[src/rtl/sample_feeder_pkg.sv]
// rtl/sample_feeder_pkg.sv - shared types, FSM encodings and defaults for the sample feeder
package sample_feeder_pkg;

    localparam int DEPTH_DEFAULT   = 16;
    localparam int CNT_MAX_DEFAULT = 12500000;
    localparam int SETUP_DEFAULT   = 2;

    typedef logic signed [7:0] sample_t;

    typedef enum logic [2:0] {
        ST_IDLE   = 3'd0,
        ST_LOAD   = 3'd1,
        ST_SETUP  = 3'd2,
        ST_STROBE = 3'd3,
        ST_HOLD   = 3'd4
    } state_e;

    // Bits needed to hold 0..max_val, never less than one.
    function automatic int width_of(input int max_val);
        return (max_val < 1) ? 1 : $clog2(max_val + 1);
    endfunction

endpackage

[src/rtl/sample_feeder_if.sv]
// rtl/sample_feeder_if.sv - host write handshake into the sample feeder
interface sample_feeder_if;
    import sample_feeder_pkg::*;

    sample_t Wdata;
    logic    Wvalid;
    logic    Wready;

    modport master (output Wdata, output Wvalid, input Wready);
    modport slave  (input Wdata, input Wvalid, output Wready);

endinterface

[src/rtl/sample_fifo.sv]
// rtl/sample_fifo.sv - power-of-two circular FIFO of samples with wrap-bit pointers
module sample_fifo
    import sample_feeder_pkg::*;
#(
    parameter int DEPTH = DEPTH_DEFAULT
) (
    input  logic                   clk,
    input  logic                   rst,
    input  logic                   push,
    input  logic                   pop,
    input  sample_t                wdata,
    output sample_t                head,
    output logic [$clog2(DEPTH):0] level,
    output logic                   full,
    output logic                   empty
);

    localparam int AW = $clog2(DEPTH);

    sample_t     mem_q [DEPTH];
    logic [AW:0] wr_ptr_q, wr_ptr_d;
    logic [AW:0] rd_ptr_q, rd_ptr_d;
    logic        do_push;
    logic        do_pop;

    // The extra MSB distinguishes full from empty when the index bits match.
    always_comb begin
        full     = (wr_ptr_q[AW] != rd_ptr_q[AW]) && (wr_ptr_q[AW-1:0] == rd_ptr_q[AW-1:0]);
        empty    = (wr_ptr_q == rd_ptr_q);
        do_push  = push && !full;
        do_pop   = pop && !empty;
        wr_ptr_d = do_push ? wr_ptr_q + (AW+1)'(1) : wr_ptr_q;
        rd_ptr_d = do_pop  ? rd_ptr_q + (AW+1)'(1) : rd_ptr_q;
    end

    always_ff @(posedge clk) begin
        if (rst) begin
            wr_ptr_q <= '0;
            rd_ptr_q <= '0;
        end else begin
            wr_ptr_q <= wr_ptr_d;
            rd_ptr_q <= rd_ptr_d;
        end
    end

    always_ff @(posedge clk) begin
        if (do_push) begin
            mem_q[wr_ptr_q[AW-1:0]] <= wdata;
        end
    end

    assign level = wr_ptr_q - rd_ptr_q;
    assign head  = mem_q[rd_ptr_q[AW-1:0]];

endmodule

[src/rtl/synchroniser.sv]
// rtl/synchroniser.sv - multi-flop synchroniser for a single asynchronous level
module synchroniser #(
    parameter int STAGES = 2
) (
    input  logic clk,
    input  logic rst,
    input  logic d,
    output logic q
);

    logic [STAGES-1:0] sync_q;
    logic [STAGES-1:0] sync_d;

    always_comb begin
        sync_d = {sync_q[STAGES-2:0], d};
    end

    always_ff @(posedge clk) begin
        if (rst) begin
            sync_q <= '0;
        end else begin
            sync_q <= sync_d;
        end
    end

    assign q = sync_q[STAGES-1];

endmodule

[src/rtl/sample_feeder.sv]
// rtl/sample_feeder.sv - paced Din/Sample producer; SAMPLE_FEEDER_REPEAT_EN replays last Din on empty ticks
module sample_feeder
    import sample_feeder_pkg::*;
#(
    parameter int DEPTH   = DEPTH_DEFAULT,
    parameter int CNT_MAX = CNT_MAX_DEFAULT,
    parameter int SETUP   = SETUP_DEFAULT
) (
    input  logic                   Clock,
    input  logic                   Reset,
    sample_feeder_if.slave         wr,
    input  logic                   Turbo,
    input  logic                   Enable,
    output sample_t                Din,
    output logic                   Sample,
    output logic [$clog2(DEPTH):0] Level,
    output logic                   Underflow
);

    localparam int                 DIV_W      = width_of(CNT_MAX);
    localparam logic [DIV_W-1:0]   DIV_TOP    = DIV_W'(CNT_MAX);
    localparam int                 CNT_W      = width_of(SETUP);
    localparam logic [CNT_W-1:0]   SETUP_LOAD = CNT_W'(SETUP - 1);

    state_e              state_q, state_d;
    logic [DIV_W-1:0]    div_q, div_d;
    logic [CNT_W-1:0]    cnt_q, cnt_d;
    sample_t             din_q, din_d;
    logic                sample_q, sample_d;
    logic                underflow_q, underflow_d;
    logic                replay_q, replay_d;

    logic                turbo_sync;
    logic                tick;
    logic                push;
    logic                pop;
    sample_t             fifo_head;
    logic                fifo_full;
    logic                fifo_empty;

    synchroniser #(.STAGES(2)) u_turbo_sync (
        .clk (Clock),
        .rst (Reset),
        .d   (Turbo),
        .q   (turbo_sync)
    );

    sample_fifo #(.DEPTH(DEPTH)) u_fifo (
        .clk   (Clock),
        .rst   (Reset),
        .push  (push),
        .pop   (pop),
        .wdata (wr.Wdata),
        .head  (fifo_head),
        .level (Level),
        .full  (fifo_full),
        .empty (fifo_empty)
    );

    assign push      = wr.Wvalid && !fifo_full;
    assign wr.Wready = !fifo_full;

    always_comb begin
        div_d = (div_q == DIV_TOP) ? '0 : div_q + DIV_W'(1);
    end

    assign tick = (div_q == '0) || turbo_sync;

    always_ff @(posedge Clock) begin
        if (Reset) begin
            state_q     <= ST_IDLE;
            div_q       <= '0;
            cnt_q       <= '0;
            din_q       <= '0;
            sample_q    <= 1'b0;
            underflow_q <= 1'b0;
            replay_q    <= 1'b0;
        end else begin
            state_q     <= state_d;
            div_q       <= div_d;
            cnt_q       <= cnt_d;
            din_q       <= din_d;
            sample_q    <= sample_d;
            underflow_q <= underflow_d;
            replay_q    <= replay_d;
        end
    end

    // SETUP lasts SETUP-1 cycles so LOAD..STROBE spans SETUP+1 cycles after the tick.
    always_comb begin
        state_d = state_q;
        case (state_q)
            ST_IDLE: begin
                if (tick && Enable) begin
`ifdef SAMPLE_FEEDER_REPEAT_EN
                    state_d = ST_LOAD;
`else
                    if (!fifo_empty) state_d = ST_LOAD;
`endif
                end
            end
            ST_LOAD:   state_d = (SETUP > 1) ? ST_SETUP : ST_STROBE;
            ST_SETUP:  if (cnt_q <= CNT_W'(1)) state_d = ST_STROBE;
            ST_STROBE: state_d = ST_HOLD;
            ST_HOLD:   state_d = ST_IDLE;
            default:   state_d = ST_IDLE;
        endcase
    end

    always_comb begin
        din_d       = din_q;
        cnt_d       = cnt_q;
        underflow_d = underflow_q;
        replay_d    = replay_q;
        pop         = 1'b0;
        case (state_q)
            ST_IDLE: begin
                if (tick && Enable && fifo_empty) underflow_d = 1'b1;
`ifdef SAMPLE_FEEDER_REPEAT_EN
                if (tick && Enable) replay_d = fifo_empty;
`else
                replay_d = 1'b0;
`endif
            end
            ST_LOAD: begin
                cnt_d = SETUP_LOAD;
                // A replayed transfer keeps Din and must not consume a late write.
                if (!replay_q) begin
                    din_d = fifo_head;
                    pop   = 1'b1;
                end
            end
            ST_SETUP: cnt_d = cnt_q - CNT_W'(1);
            default: ;
        endcase
        sample_d = (state_d == ST_STROBE);
    end

    assign Din       = din_q;
    assign Sample    = sample_q;
    assign Underflow = underflow_q;

endmodule

[src/flat_wrapper.sv]
// flat-port wrapper written by rule: the top's interface ports become plain ports
module sample_feeder_flat import sample_feeder_pkg::*;
#(
    parameter int DEPTH   = DEPTH_DEFAULT,
    parameter int CNT_MAX = CNT_MAX_DEFAULT,
    parameter int SETUP   = SETUP_DEFAULT
)
  (Clock, Reset, Turbo, Enable, Din, Sample, Level, Underflow, wr_Wdata, wr_Wvalid, wr_Wready);
  sample_feeder_if wr_i ();
  input  logic Clock;
  input  logic Reset;
  input  logic Turbo;
  input  logic Enable;
  output sample_t Din;
  output logic Sample;
  output logic [$clog2(DEPTH):0] Level;
  output logic Underflow;
  input wire logic [$bits(wr_i.Wdata)-1:0] wr_Wdata;
  input wire logic [$bits(wr_i.Wvalid)-1:0] wr_Wvalid;
  output wire logic [$bits(wr_i.Wready)-1:0] wr_Wready;
  assign wr_i.Wdata = wr_Wdata;
  assign wr_i.Wvalid = wr_Wvalid;
  assign wr_Wready = wr_i.Wready;
  sample_feeder #(.DEPTH(DEPTH), .CNT_MAX(CNT_MAX), .SETUP(SETUP)) u_core (.Clock(Clock), .Reset(Reset), .wr(wr_i), .Turbo(Turbo), .Enable(Enable), .Din(Din), .Sample(Sample), .Level(Level), .Underflow(Underflow));
endmodule
[config.mk]
export PLATFORM = sky130hd
export DESIGN_NAME = sample_feeder_flat
export DESIGN_NICKNAME = d
export VERILOG_FILES = /design/src/rtl/sample_feeder_pkg.sv /design/src/rtl/sample_feeder_if.sv /design/src/rtl/sample_fifo.sv /design/src/rtl/synchroniser.sv /design/src/rtl/sample_feeder.sv /design/src/flat_wrapper.sv
export SDC_FILE = /design/constraint.sdc
export NUM_CORES = 1
export LEC_CHECK = 0
export CAP_MARGIN = 10
export CORE_MARGIN = 2
export CORE_UTILIZATION = 40
export CTS_CLUSTER_SIZE = 28
export DETAILED_ROUTE_END_ITERATION = 6
export PLACE_DENSITY = 0.6
export SETUP_SLACK_MARGIN = 0.05
export SYNTH_ARGS = -nofsm -noshare
export SYNTH_HDL_FRONTEND = slang
export SYNTH_SLANG_ARGS = --single-unit
[constraint.sdc]
create_clock -name Clock -period 6.2 [get_ports Clock]
set_input_delay 1.86 -clock Clock [delete_from_list [all_inputs] [get_ports Clock]]
set_output_delay 1.86 -clock Clock [all_outputs]
set_load 0.02 [all_outputs]
# Word-level counts from Yosys, hierarchy flattened
# Memory sizes are Yosys's and may differ from the RTL's. A register that Yosys moved wholly into a read port is not among the register bits.
# Index checks and enable logic that the tools add are counted.
[op_classes] eq_ne=8 n_reduce_logical=14 mux=8 magnitude_cmp=1 add_sub_neg=5
[op_table] cell="24-bit by 1-bit adder with 24-bit output, second input constant" count=1
[op_table] cell="24-bit == test, second input constant" count=1
[op_table] cell="24-bit logical NOT" count=1
[op_table] cell="3-bit case mux with 4 select lines" count=1
[op_table] cell="5-bit by 1-bit adder with 5-bit output, second input constant" count=2
[op_table] cell="3-bit by 2-bit == test with 1-bit output, second input constant" count=3
[op_table] cell="3-bit two-way mux" count=3
[op_table] cell="1-bit logical AND" count=6
[op_table] cell="5-bit == test" count=1
[op_table] cell="5-bit subtractor" count=1
[op_table] cell="4-bit == test" count=1
[op_table] cell="2-bit case mux with 2 select lines" count=1
[op_table] cell="3-bit by 1-bit == test with 1-bit output, second input constant" count=1
[op_table] cell="3-bit logical NOT" count=1
[op_table] cell="1-bit two-way mux" count=3
[op_table] cell="2-bit by 1-bit less-or-equal comparator with 1-bit output, second input constant" count=1
[op_table] cell="1-bit logical NOT" count=2
[op_table] cell="2-bit AND reduction" count=1
[op_table] cell="2-bit nonzero test" count=1
[op_table] cell="2-bit OR reduction" count=1
[op_table] cell="2-bit by 1-bit subtractor with 2-bit output, second input constant" count=1
[op_table] cell="1-bit logical OR" count=1
[op_table] cell="1-bit != test" count=1
[totals] n_memories=1 ramBits=128 in_bits=13 output_inout_bits=16 wordCells=45 reg_bits=43
[memory_table] name="u_core.u_fifo.mem_q" depth=16 width=8 read_ports=1 rd_clocked_by_memory_dff=1 write_ports=1 line="sample_fifo.sv:20" text="sample_t mem_q [DEPTH];"

# Longest topological paths before layout
# Gate-level depths: netlist of the first run.
[logic_depth] depth_word=7 ltp_mapped=8 depth_no_buf=7

# Modules after synthesis
# A second synthesis of the first run with hierarchy kept.
[hier_totals] hier_cells=517 hier_area_um2=7443.4
[by_module_without_submodules] mod="sample_fifo" cells_each=304 area_per_inst_um2=5659.2 seq_area_each_um2=4124.0 instances=1
[by_module_without_submodules] mod="sample_feeder" cells_each=209 area_per_inst_um2=1731.7 seq_area_each_um2=780.7 instances=1
[by_module_without_submodules] mod="synchroniser" cells_each=4 area_per_inst_um2=52.6 seq_area_each_um2=40.0 instances=1

# Worst setup path before layout of the first run
# OpenSTA, ideal clock, no wires.
[synth_timing] kind="reg-to-output" from="register u_core.u_fifo.rd_ptr_q[2]" to="output Level[4]" path_stages_with_launch=8 required_time_ns=4.340 slack_ns=2.328 t_arrival_ns=2.012 n_path_buf=2 path_cell_list="dfxtp_1 clkbuf_1 clkbuf_1 inv_1 ha_1 a21o_1 a21oi_1 xnor2_1"
[synth_via] elab_chain_cells=1
[synth_rtl] item="from (decl)" line="sample_fifo.sv:22" text="logic [AW:0] rd_ptr_q, rd_ptr_d;"
[synth_rtl] item="from (signal assigned)" line="sample_fifo.sv:42" text="rd_ptr_q <= rd_ptr_d;"
[synth_rtl] item="5-bit subtractor" line="sample_fifo.sv:52" text="assign level = wr_ptr_q - rd_ptr_q;"
[synth_rtl] item="to (decl)" line="flat_wrapper.sv:16" text="output logic [$clog2(DEPTH):0] Level;"
# Every way passes these cells.

# Worst setup path after layout of the first run
[layout_timing] from="register u_core.u_fifo.rd_ptr_q[0]" to="output Level[4]"
# Same word-level chain as after synthesis.

==> results.sh, run 1 <==
export IMPL_yosysWarnings=0
export IMPL_routedWlPerCell_um=18.5
export IMPL_die_height_um=139
export IMPL_ant_nets=0
export IMPL_vias=4218
export IMPL_critPathArrivalTime_ns=2.84
export IMPL_fin_util_pct=46.8
export IMPL_maxSlewViolCount=0
export IMPL_finalPower_mw=2.56
export IMPL_period_share_pct=75.9
export IMPL_fin_skew_ns=0.0114
export IMPL_period_minus_slack_ns=4.70
export IMPL_synthArstFlopShare_pct=0
export IMPL_synth_seq_cells=179
export IMPL_viasPerCell=5.42
export IMPL_final_area_mm2=0.00840
export IMPL_min_path_type="reg -> reg"
export IMPL_cts_root_buffer="clkbuf_16"
export IMPL_final_layout_size_suffix_gt1_share_pct=13.5
export IMPL_powerDensity_mw_per_mm2=304
export IMPL_dr_pass1_iters=5
export IMPL_grt_pass1_vias=4174
export IMPL_syn_area_per_cell_um2=14.4
export IMPL_layout_commonest_cell="edfxtp_1"
export IMPL_die_x_um=139
export IMPL_grt_pass1_wl_mm=23.0
export IMPL_netlist_instances=509
export IMPL_clkLatencyLatePin_ns=0.44
export IMPL_fill_cells=1545
export IMPL_synth_cell_types=52
export IMPL_track_usage_pct=15.6
export IMPL_relSlewSlack_pct=18.4
export IMPL_initial_core_util_pct=40.8
export IMPL_syn_nets=535
export IMPL_rows=49
export IMPL_finish_net_count=562
export IMPL_dpl_cell_area_mm2=0.00781
export IMPL_fin_ws_ns=1.50
export IMPL_fin_hold_ws_ns=0.456
export IMPL_numPortBuffers=28
export IMPL_post_cts_resize_count=0
export IMPL_antenna_found_initial=0
export IMPL_core_area_mm2=0.0180
export IMPL_htree_num_levels=4
export IMPL_drv_cap=0
export IMPL_cts_hold_buf=0
export IMPL_dr_first_iter_drc_count=325
export IMPL_syn_area_mm2=0.00732
export IMPL_cts_num_sinks=179
export IMPL_areaGrowthSynthToFinish_pct=14.7
export IMPL_clock_fmax_mhz=213
export IMPL_critPathLaunchType="flip-flop"
export IMPL_crit_chain="buf_4 -> ha_1 -> fa_1 -> inv_1 -> a21o_1 -> a21oi_1 -> xnor2_1 -> clkdlybuf4s50_1"
export IMPL_gp_congestion=0.776
export IMPL_wl_mm=14.4
export IMPL_path_class="reg -> out"
export IMPL_die_area_mm2=0.0194
export IMPL_ys_seq_area_share_pct=66.4
export IMPL_dp_cells=746
export IMPL_cts_tree="done"
export IMPL_timing_hold_violations_final=0
export IMPL_diodes=0
export IMPL_worstSetupEndpointType="primary output"
export IMPL_hold_path_depth=1
export IMPL_final_cell_count_no_fill=778
export IMPL_synth_edf_count=128
export IMPL_cts_buffers=17
export IMPL_io_pins=29
export IMPL_grt_ovfl_total=0
export IMPL_max_stage_delay_ns=0.62
export IMPL_mostFrequentLayoutCells="edfxtp_1, dfxtp_1, nor2_1, clkdlybuf4s50_1"
export IMPL_cp_required_ns=4.34
export IMPL_crit_path_top_delay_cell="clkdlybuf4s50_1"
export IMPL_dp_hpwl_mm=9.38
export IMPL_tightest_slew_ns=1.21
export IMPL_r2r_cells=7
export IMPL_ir_worst_vdd_uv=149
export IMPL_synthFlopType="edfxtp_1"
export IMPL_drc=0
export IMPL_power_leakage_nw=2.67
export IMPL_rsz0062_at_grt="no"
export IMPL_status="completed"
export IMPL_place_ws_ns=1.87
export IMPL_post_cts_buffers=0
export IMPL_grt_max_degree=31
export IMPL_setup_viol=0
export IMPL_clock_path_buffers=2
export IMPL_clk_pin_slew_ns=0.07
export IMPL_tns_ns=0
export IMPL_crit_fanout=30
registers in the layout, indices dropped and copies added, names as in the netlist:
register / cells
u_core.Din: 8
u_core.Sample: 1
u_core.Underflow: 1
u_core.cnt_q: 2
u_core.div_q: 24
u_core.state_q: 3
u_core.u_fifo.mem_q: 128
u_core.u_fifo.rd_ptr_q: 5
u_core.u_fifo.wr_ptr_q: 5
u_core.u_turbo_sync.sync_q: 2
layout make-up:
type	instances	area, um2	area share (%)
Sequential cell	179	4870	57.9
Tap cell	229	287	3.41
Timing Repair Buffer	34	325	3.87
Clock inverter	14	160	1.91
Clock buffer	18	429	5.11
Inverter	21	78.8	0.938
Multi-Input combinational cell	283	2260	26.9
logic make-up (layout without fill, tap and decap cells):
group / after synthesis / in the layout / share of synthesized area (%)
DFF: 179 / 179 / 66.4
and+or+nand+nor: 118 / 118 / 8.56
AOI/OAI and AO/OA: 87 / 87 / 7.35
buffers and inverters: 47 / 87 / 2.75
muxes: 42 / 42 / 9.84
xor gates and xnor gates: 23 / 23 / 2.75
adders and majority gates: 13 / 13 / 2.32
routing by layer:
| layer | global-route usage, % | vias to the layer above | part of all wire [%] |
|---|---|---|---|
| li1 | - | 1999 | - |
| met1 | 21.3 | 2105 | 47 |
| met2 | 24.5 | 105 | 48 |
| met3 | 3.82 | 9 | 4.4 |
| met4 | 5.37 | 0 | 0.81 |
| met5 | 0 | - | 0 |
final timing paths:
kind,start,to,slack (ns)
min,u_core.u_turbo_sync.sync_q[0],u_core.u_turbo_sync.sync_q[1],0.46
max reg2reg,u_core.u_fifo.rd_ptr_q[1],u_core.u_fifo.mem_q[1][3],3.04
min reg2reg,u_core.u_turbo_sync.sync_q[0],u_core.u_turbo_sync.sync_q[1],0.46
max,u_core.u_fifo.rd_ptr_q[0],Level[4],1.50
synthesized netlist by cell type (2+ instances only):
master | count | area, um2
mux2i_1 | 18 | 180
mux4_2 | 24 | 541
and3_1 | 2 | 12.5
a211oi_1 | 8 | 60.1
a21o_1 | 2 | 15.0
nand2_1 | 12 | 45.0
nor2b_1 | 2 | 12.5
or2_2 | 2 | 12.5
nor4_1 | 6 | 37.5
clkbuf_1 | 16 | 60.1
nand4_1 | 5 | 31.3
nand2b_1 | 3 | 18.8
inv_1 | 21 | 78.8
buf_6 | 2 | 22.5
xnor2_1 | 16 | 140
a21oi_1 | 24 | 120
xor2_1 | 7 | 61.3
a22o_1 | 2 | 17.5
a22oi_1 | 8 | 60.1
edfxtp_1 | 128 | 3840
nor3_1 | 8 | 40.0
or4_4 | 3 | 33.8
or3_1 | 8 | 50.1
nor3b_1 | 2 | 15.0
nand3_1 | 9 | 45.0
ha_1 | 12 | 150
o21ai_0 | 21 | 105
dfxtp_1 | 51 | 1020
or4_1 | 5 | 37.5
o211ai_1 | 3 | 22.5
o22ai_1 | 8 | 50.1
buf_2 | 5 | 25.0
buf_1 | 2 | 7.51
nor2_1 | 42 | 158
o31ai_1 | 5 | 37.5
worst max-delay path, delay by kind of cell (launching register included):
| kind | cells | cell delay (ns) |
|---|---|---|
| adder cells (fa/ha/maj) | 2 | 0.53 |
| XOR/XNOR | 1 | 0.13 |
| flip-flops | 1 | 0.31 |
| AO/OA/AOI/OAI | 2 | 0.32 |
| buffers and inverters | 3 | 1.12 |
power by group:
group	switching (mW)	total, mW	internal (mW)
Sequential	0.0212	1.33	1.31
Clock	0.502	1.05	0.543
Combinational	0.102	0.183	0.0808
Total	0.626	2.56	1.93
(Power assumes the default switching activity.)
==> run 2: changes to the inputs <==
PLACE_DENSITY = 0.62   (was 0.6)
clock period = 3.87 ns   (was 6.2 ns; I/O delays follow)
==> results.sh, run 2 (synthesized netlist as in run 1, its figures left out) <==
export IMPL_grt_pass1_wl_mm=24.3
export IMPL_viasPerCell=5.43
export IMPL_crit_path_top_delay_cell="clkdlybuf4s50_1"
export IMPL_track_usage_pct=16.4
export IMPL_grt_max_degree=30
export IMPL_swShare_pct=24.5
export IMPL_period_share_pct=92.2
export IMPL_final_layout_size_suffix_gt1_share_pct=15.8
export IMPL_gp_congestion=0.827
export IMPL_setup_viol=0
export IMPL_initial_core_util_pct=40.8
export IMPL_die_area_mm2=0.0194
export IMPL_io_pins=29
export IMPL_routedWlPerCell_um=19.2
export IMPL_ant_nets=0
export IMPL_maxSlewViolCount=0
export IMPL_fill_cells=1553
export IMPL_multi_input_area_mm2=0.00226
export IMPL_die_x_um=139
export IMPL_critPathLaunchType="flip-flop"
export IMPL_crit_fanout=5
export IMPL_tightest_slew_ns=0.806
export IMPL_dr_first_iter_drc_count=334
export IMPL_mostFrequentLayoutCells="edfxtp_1, dfxtp_1, nor2_1, clkdlybuf4s50_1"
export IMPL_period_minus_slack_ns=3.57
export IMPL_die_height_um=139
export IMPL_seqPwrFrac_pct=52.1
export IMPL_cts_tree="done"
export IMPL_areaGrowthSynthToFinish_pct=15.9
export IMPL_largest_reg_flops=128
export IMPL_diodes=0
export IMPL_path_class="reg -> out"
export IMPL_clk_pin_slew_ns=0.07
export IMPL_cts_root_buffer="clkbuf_16"
export IMPL_core_area_mm2=0.0180
export IMPL_cts_hold_buf=0
export IMPL_dp_cells=760
export IMPL_drc=0
export IMPL_power_leakage_nw=2.76
export IMPL_fin_skew_ns=0.0117
export IMPL_fin_ws_ns=0.304
export IMPL_min_path_type="reg -> reg"
export IMPL_place_ws_ns=0.547
export IMPL_grt_pass1_vias=4269
export IMPL_powerDensity_mw_per_mm2=481
export IMPL_clock_fmax_mhz=280
export IMPL_regArea_mm2=0.00487
export IMPL_power_switching_mw=0.998
export IMPL_tns_ns=0
export IMPL_grt_ovfl_total=0
export IMPL_finish_net_count=576
export IMPL_drv_cap=0
export IMPL_clkPwrFrac_pct=40.3
export IMPL_p_int_mw=3.08
export IMPL_cts_buffers=17
export IMPL_status="completed"
export IMPL_layout_commonest_cell="edfxtp_1"
export IMPL_p_comb_share_pct=7.6
export IMPL_cp_required_ns=2.71
export IMPL_max_stage_delay_ns=0.62
export IMPL_rows=49
export IMPL_numPortBuffers=28
export IMPL_htree_num_levels=4
export IMPL_dr_pass1_iters=5
export IMPL_worstSetupEndpointType="primary output"
export IMPL_ir_worst_vdd_uv=270
export IMPL_final_cell_count_no_fill=792
export IMPL_vias=4299
export IMPL_clock_path_buffers=2
export IMPL_antenna_found_initial=0
export IMPL_clkLatencyLatePin_ns=0.43
export IMPL_fin_hold_ws_ns=0.458
export IMPL_timing_hold_violations_final=0
export IMPL_dp_hpwl_mm=10.1
export IMPL_critPathArrivalTime_ns=2.41
export IMPL_cts_num_sinks=179
export IMPL_relSlewSlack_pct=46.1
export IMPL_wl_mm=15.2
export IMPL_rsz0062_at_grt="no"
export IMPL_crit_chain="inv_1 -> ha_1 -> fa_1 -> xnor2_1 -> clkdlybuf4s50_1"
-- run 2: area by class of cell --
class | instances | area share, %
Sequential cell | 179 | 57.3
Multi-Input combinational cell | 283 | 26.6
Timing Repair Buffer | 48 | 5.10
Clock buffer | 17 | 5.01
Tap cell | 229 | 3.38
Clock inverter | 15 | 1.64
Inverter | 21 | 0.929
-- run 2: worst max-delay path, delay by kind of cell, from the launching register on --
| kind | cells | cell delay, ns |
|---|---|---|
| DFF | 1 | 0.41 |
| buffers and inverters | 2 | 0.73 |
| xor gates and xnor gates | 1 | 0.18 |
| adders and majority gates | 2 | 0.66 |
-- run 2: power by group through the flow --
stage / logic (mW) / clock network, mW / registers (mW)
floorplan: 0.168 / 0 / 2.17
global placement: 0.303 / 0 / 2.17
detailed placement: 0.312 / 0 / 2.17
CTS: 0.314 / 1.67 / 2.13
global route: 0.336 / 1.76 / 2.13
finish: 0.310 / 1.64 / 2.13
-- run 2: final timing paths --
| check | depth (start not counted) | end | start | slack (ns) |
|---|---|---|---|---|
| max | 5 | Level[2] | u_core.u_fifo.wr_ptr_q[0] | 0.30 |
| min | 1 | u_core.u_turbo_sync.sync_q[1] | u_core.u_turbo_sync.sync_q[0] | 0.46 |
| max reg2reg | 4 | u_core.u_fifo.mem_q[15][7] | u_core.u_fifo.wr_ptr_q[2] | 1.26 |
| min reg2reg | 1 | u_core.u_turbo_sync.sync_q[1] | u_core.u_turbo_sync.sync_q[0] | 0.46 |
-- run 2: what timing repair did --
item | CTS | global route
hold endpoints to repair | 0 | 0
resized for setup | 0 | 1
setup buffers | 0 | 0
setup endpoints to repair | 0 | 1
-- run 2: routing by layer --
metal / global-route usage, % / part of all wire (%) / vias up
met2: 26.0 / 48 / 109
met3: 3.65 / 5.5 / 12
li1: - / - / 2025
met4: 4.78 / 1.1 / 0
met1: 23.1 / 46 / 2153
met5: 0 / 0 / -
-- run 2: per-stage QoR --
| stage | power (mW) | area [um2] | util [%] |
|---|---|---|---|
| after CTS | 4.11 | 8480 | 47.2 |
| after floorplan | 2.34 | 7320 | - |
| after global placement | 2.47 | 7920 | 44.1 |
| final | 4.08 | 8490 | 47.2 |
| after global routing | 4.23 | 8490 | 47.2 |
| after detailed placement | 2.48 | 7920 | 44.1 |
